$ cat src/rtl/fpred_pipe.sv
// Two-stage single-precision predicate/compare unit with valid/ready handshake.
// Stage 1 reduces the operands to sign/zero/magnitude flags; stage 2 forms the result.
module fpred_pipe #(
  parameter int TAG_W = 5
) (
  input  logic             clk,
  input  logic             reset,
  input  logic             in_valid,
  output logic             in_ready,
  input  logic [2:0]       in_funct,
  input  logic [31:0]      in_a,
  input  logic [31:0]      in_b,
  input  logic [TAG_W-1:0] in_tag,
  output logic             out_valid,
  input  logic             out_ready,
  output logic             out_result,
  output logic             out_illegal,
  output logic [TAG_W-1:0] out_tag
);

  localparam logic [2:0] F_ISPOS  = 3'd0;
  localparam logic [2:0] F_ISNEG  = 3'd1;
  localparam logic [2:0] F_ISZERO = 3'd2;
  localparam logic [2:0] F_FEQ    = 3'd3;
  localparam logic [2:0] F_FLT    = 3'd4;
  localparam logic [2:0] F_FLE    = 3'd5;

  logic             stall;
  logic             s1_valid_reg;
  logic             sign_a_reg, sign_b_reg;
  logic             zero_a_reg, zero_b_reg;
  logic             mag_lt_reg, mag_eq_reg;
  logic [2:0]       funct_reg;
  logic [TAG_W-1:0] tag_reg;

  logic             feq_next, flt_next;
  logic             result_next, illegal_next;

  assign stall    = out_valid & ~out_ready;
  assign in_ready = ~stall;

  // Stage 1: a held stage keeps its contents, otherwise it takes whatever is offered (bubbles included).
  always_ff @(posedge clk) begin
    if (!reset) begin
      s1_valid_reg <= 1'b0;
    end else if (!stall) begin
      s1_valid_reg <= in_valid;
      if (in_valid) begin
        sign_a_reg <= in_a[31];
        sign_b_reg <= in_b[31];
        zero_a_reg <= ~|in_a[30:0];
        zero_b_reg <= ~|in_b[30:0];
        mag_lt_reg <= in_a[30:0] < in_b[30:0];
        mag_eq_reg <= in_a[30:0] == in_b[30:0];
        funct_reg  <= in_funct;
        tag_reg    <= in_tag;
      end
    end
  end

  // +0 and -0 compare equal; otherwise values are ordered as sign-magnitude.
  always_comb begin
    feq_next     = (zero_a_reg & zero_b_reg) | ((sign_a_reg == sign_b_reg) & mag_eq_reg);
    flt_next     = 1'b0;
    result_next  = 1'b0;
    illegal_next = 1'b0;
    if (zero_a_reg & zero_b_reg)
      flt_next = 1'b0;
    else if (sign_a_reg != sign_b_reg)
      flt_next = sign_a_reg;
    else if (!sign_a_reg)
      flt_next = mag_lt_reg;
    else
      flt_next = ~mag_lt_reg & ~mag_eq_reg;

    case (funct_reg)
      F_ISPOS:  result_next = ~zero_a_reg & ~sign_a_reg;
      F_ISNEG:  result_next = ~zero_a_reg & sign_a_reg;
      F_ISZERO: result_next = zero_a_reg;
      F_FEQ:    result_next = feq_next;
      F_FLT:    result_next = flt_next;
      F_FLE:    result_next = flt_next | feq_next;
      default:  illegal_next = 1'b1;
    endcase
  end

  always_ff @(posedge clk) begin
    if (!reset) begin
      out_valid   <= 1'b0;
      out_result  <= 1'b0;
      out_illegal <= 1'b0;
      out_tag     <= '0;
    end else if (!stall) begin
      out_valid   <= s1_valid_reg;
      out_result  <= result_next;
      out_illegal <= illegal_next;
      out_tag     <= tag_reg;
    end
  end

endmodule

$ cat config.mk
export PLATFORM = sky130hd
export DESIGN_NAME = fpred_pipe
export DESIGN_NICKNAME = d
export VERILOG_FILES = /design/src/rtl/fpred_pipe.sv
export SDC_FILE = /design/constraint.sdc
export NUM_CORES = 1
export LEC_CHECK = 0
export BUFFER_PORTS_ARGS = -buffer_cell sky130_fd_sc_hd__buf_2
export CAP_MARGIN = 10
export CELL_PAD_IN_SITES_DETAIL_PLACEMENT = 1
export CELL_PAD_IN_SITES_GLOBAL_PLACEMENT = 1
export CORE_MARGIN = 4
export CORE_UTILIZATION = 35
export CTS_CLUSTER_SIZE = 25
export DETAILED_ROUTE_END_ITERATION = 6
export PLACE_DENSITY = 0.85
export RECOVER_POWER = 100
export REMOVE_ABC_BUFFERS = 1
export SLEW_MARGIN = 20
export SYNTH_ARGS = -nofsm -noshare
export SYNTH_HDL_FRONTEND = slang
export SYNTH_SLANG_ARGS = --single-unit
$ cat constraint.sdc
create_clock -name clk -period 4.1 [get_ports clk]
set_input_delay 0.205 -clock clk [delete_from_list [all_inputs] [get_ports clk]]
set_output_delay 0.205 -clock clk [all_outputs]
set_load 0.03 [all_outputs]
# == Word level (Yosys, flattened, before mapping) ==
# Cells that the tools add are included.
# totals
in_bits,76
word_cells,48
out_inout_bits,9
ff_bits,23
# op_classes
order_cmp,1
n_eq_ne,8
bitwise_logic,14
n_reduce_logical,7
mux,5
# op_table
operator,n
OR reduction 31 bit,2
equality test 31 bit,1
< comparator 31 bit,1
bitwise AND 1 bit,6
"equality test 3 x 2 -> 1 bit, second input constant",2
"equality test 3 bit, second input constant",2
inverter 1 bit,6
case mux 1 bit (6 select lines),1
OR reduction 6 bit,1
2-to-1 mux 1 bit,4
"equality test 3 x 1 -> 1 bit, second input constant",1
zero test 3 bit,1
AND reduction 3 bit,1
zero test 1 bit,2
bitwise OR 1 bit,2
equality test 1 bit,1
!= test 1 bit,1

# == Depth between registers and ports, before layout ==
# depth
depth_word,7
depth_mapped,7
ltp_nobuf,7

# == Worst setup path before layout ==
# Ideal clock, no wire load.
# synth_path
kind,register to register
startpoint,register out_valid
endpoint,"register funct_reg[0], enable pin"
arrival_time_ns,1.486
path_buffers,2
setup_time_ns,0.366
required_time_ns,3.734
synth_period_minus_slack_ns,1.852
slack_ns,2.248
stages_incl_launch_ff,6
path_cell_list,dfxtp_1 nor2b_1 buf_2 inv_2 buf_2 and3_1
# synth_via
elab_chain_cells,3
# synth_lines
element,line_no,source
start: declaration,14,"output logic out_valid,"
start signal: assignment,94,out_valid <= s1_valid_reg;
bitwise AND 1 bit,39,assign stall = out_valid & ~out_ready;
inverter 1 bit (no line),-,
net in_ready,9,"output logic in_ready,"
AND reduction 3 bit (no line),-,
end signal: assignment,55,funct_reg <= in_funct;
end: declaration,33,logic [2:0] funct_reg;
# The timed path passes the listed nets, and every way through them passes these cells.
# A chain may end at the register's enable or synchronous reset.

# == Worst setup path in the final report ==
# layout_path
startpoint,register out_valid
endpoint,"register mag_lt_reg, enable pin"
# layout_via
elab_chain_cells,3
# layout_lines
element,line_no,source
bitwise AND 1 bit,39,
inverter 1 bit (no line),-,
AND reduction 3 bit (no line),-,
end signal: assignment,53,mag_lt_reg <= in_a[30:0] < in_b[30:0];
end: declaration,32,"logic mag_lt_reg, mag_eq_reg;"
# Every way passes these cells.

==> results.sh <==
export IMPL_outcome="finished clean"
export IMPL_clk_latency_ns=0.26
export IMPL_critPathSlowestCell="nor2b_1"
export IMPL_cts_max_level=1
export IMPL_cts_hold_buf=0
export IMPL_max_freq_ghz=0.5110
export IMPL_ys_seq_area_share_pct=34.38
export IMPL_place_ws_ns=2.247
export IMPL_synth_common_cells="inv_1 (32), ha_1 (31), nand2_1 (22)"
export IMPL_avgViaCountPerCell=4.885
export IMPL_grt_pass1_wl_um=8231
export IMPL_cts_clk_slew_worst_paths_ns=0.08
export IMPL_min_period_over_period_pct=47.73
export IMPL_routed_via_count=1700
export IMPL_worst_setup_path_end_kind="register"
export IMPL_cp_arrival_ns=1.89
export IMPL_worstMarginPinSlew_ns=0.6389
export IMPL_die_area_um2=6185
export IMPL_die_height_um=78.65
export IMPL_num_fill_cells=613
export IMPL_clockBufferDepth=2
export IMPL_cts_resized_gates=0
export IMPL_power_density_nw_per_um2=241.8
export IMPL_path_depth=3
export IMPL_crit_end="mag_lt_reg"
export IMPL_netlist_top_cells_area="edfxtp_1 (24%), ha_1 (22%), dfxtp_1 (10%)"
export IMPL_setup_tns_ns=0
export IMPL_grt_max_degree=15
export IMPL_dpl_cell_area_um2=2237
export IMPL_p_clk_share_pct=25.3
export IMPL_path_delay_family="simple AND/OR/NAND/NOR gates"
export IMPL_rrSetupSlack_ns=2.14
export IMPL_r2r_start="out_valid"
export IMPL_drc_errors=0
export IMPL_utilization_pct=47.27
export IMPL_dr_pass1_iters=2
export IMPL_port_buffers=84
export IMPL_die_w_um=78.65
export IMPL_io_pins=85
export IMPL_p_sw_share_pct=28.59
export IMPL_initial_utilization_pct=36.50
export IMPL_finalPower_mw=0.5470
export IMPL_ant_nets=0
export IMPL_worstSetupPathType="register to register"
export IMPL_grt_overflow_total=0
export IMPL_rsz0062_at_grt="no"
export IMPL_num_rows=25
export IMPL_hold_path_class="input port to register"
export IMPL_worstSetupStartpoint="out_valid"
export IMPL_timing_final_ws_setup_ns=2.143
export IMPL_finalSetupViolCount=0
export IMPL_max_slew_margin_pct=57.41
export IMPL_synth_edf_count=14
export IMPL_post_cts_buffers=0
export IMPL_clock_skew_ns=0.006692
export IMPL_slew_viol_final=0
export IMPL_synth_top_area_share_pct=24.07
export IMPL_antenna_found_initial=0
export IMPL_drt_iter0_drc=45
export IMPL_syn_to_final_growth_pct=29.51
export IMPL_yosysMostFrequentCell="inv_1"
export IMPL_clkSinkCount=23
export IMPL_placed_cells=344
export IMPL_instances_no_fill=348
export IMPL_finalWirelength_um=5032
export IMPL_r2r_cells=3
export IMPL_drive_gt1_share_pct=27.40
export IMPL_clock_root_buffer="clkbuf_8"
export IMPL_grt_usage_pct=16.51
export IMPL_seqPwrFrac_pct=48.0
export IMPL_internal_power_mw=0.3906
export IMPL_max_cap_violations=0
export IMPL_async_flop_share_pct=0
export IMPL_crit_required_ns=4.03
export IMPL_core_area_um2=4786
export IMPL_finalHoldViolCount=0
export IMPL_cp_max_fo=14
export IMPL_grt_pass1_vias=1859
export IMPL_p_comb_share_pct=26.7
export IMPL_fin_nets=389
export IMPL_hpwlAfterDp_um=4534
export IMPL_place_gp_congestion=0.8051
export IMPL_period_minus_slack_ns=1.957
export IMPL_wl_per_cell_um=14.46
export IMPL_yosys_cell_types_count=37
export IMPL_ys_warn_count=0
export IMPL_num_antenna_cells=0
export IMPL_start_kind="register"
export IMPL_cts_tree="done"
export IMPL_leakagePower_nw=1.137
export IMPL_cts_made_buffers=3
export IMPL_switching_power_mw=0.1564
export IMPL_path_cells="nor2b_1 -> inv_1 -> and3_1"
export IMPL_crit_buf_inv=1
export IMPL_r2r_end="mag_lt_reg"
export IMPL_syn_cell_area_um2=1747
export IMPL_holdWs_ns=0.1141
export IMPL_ys_seq_elements=23
export IMPL_syn_inst=196
export IMPL_synth_flop_cell="edfxtp_1"
export IMPL_design_area_um2=2262
export IMPL_avgSynthCellArea_um2=8.912
export IMPL_ir_drop_mv=0.1203
export IMPL_cp_slowest_stage_delay_ns=0.49
export IMPL_synth_top_cell_by_area="edfxtp_1"
[cell families (layout without fill, tap and decap cells)]
group / count (synthesis) / count (layout) / share of synthesized area [%]
XOR/XNOR: 3 / 3 / 1.505
flip-flops: 23 / 23 / 34.38
buffers and inverters: 36 / 121 / 7.880
adder cells (fa/ha/maj): 31 / 31 / 22.21
AO/OA/AOI/OAI: 36 / 36 / 14.40
AND/OR/NAND/NOR: 67 / 67 / 19.63
[cells in the final DEF, fill, tap and decap left out, drive strengths merged, types with 2 or more instances in the layout]
master,Yosys,routed
nor2,8,8
ha,31,31
dfxtp,9,9
a21o,3,3
buf,2,72
nand3,4,4
nand2,22,22
a21boi,8,8
edfxtp,14,14
inv,33,33
and4,2,2
and3,2,2
nand4,7,7
nor3,4,4
a221oi,2,2
xor2,2,2
a21oi,9,9
clkbuf,1,15
nor4,14,14
o21ai,5,5
a211oi,2,2
[layer usage]
metal	part of all wire [%]	track usage, %	vias to the layer above
met1	42	19.75	786
met4	0.58	3.147	0
met2	54	31.75	34
met3	3.3	1.491	2
li1	-	-	878
met5	0	0	-
[power by group through the flow]
stage               Clock [mW]  Combinational, mW  Sequential, mW
global route             0.152              0.168           0.264
global placement             0              0.144           0.267
finish                   0.138              0.146           0.263
floorplan                    0             0.0697           0.275
CTS                      0.142              0.152           0.262
detailed placement           0              0.150           0.268
[layout make-up]
class / count / area, um^2 / share of cell area (%)
clock buffer: 3 / 41.29 / 1.825
timing repair buffer: 84 / 405.4 / 17.92
clock inverter: 1 / 5.005 / 0.2212
multi-input combinational: 137 / 1002 / 44.30
inverter: 33 / 123.9 / 5.476
sequential: 23 / 600.6 / 26.55
tap: 67 / 83.83 / 3.706
[worst register-to-register path: stages (launching register included)]
cell     delay [ns]
dfxtp_1        0.33
nor2b_1        0.49
inv_1          0.31
and3_1         0.48
[how the worst min path moves through the flow]
stage,start,endpoint,depth (start not counted)
after floorplan,in_funct[0],funct_reg[0],0
after global placement,in_b[31],sign_b_reg,1
after detailed placement,in_tag[4],tag_reg[4],1
after CTS,in_tag[4],tag_reg[4],1
after global routing,in_tag[4],tag_reg[4],1
final,in_tag[4],tag_reg[4],1
No activity file was read; power rests on OpenSTA's default activity.
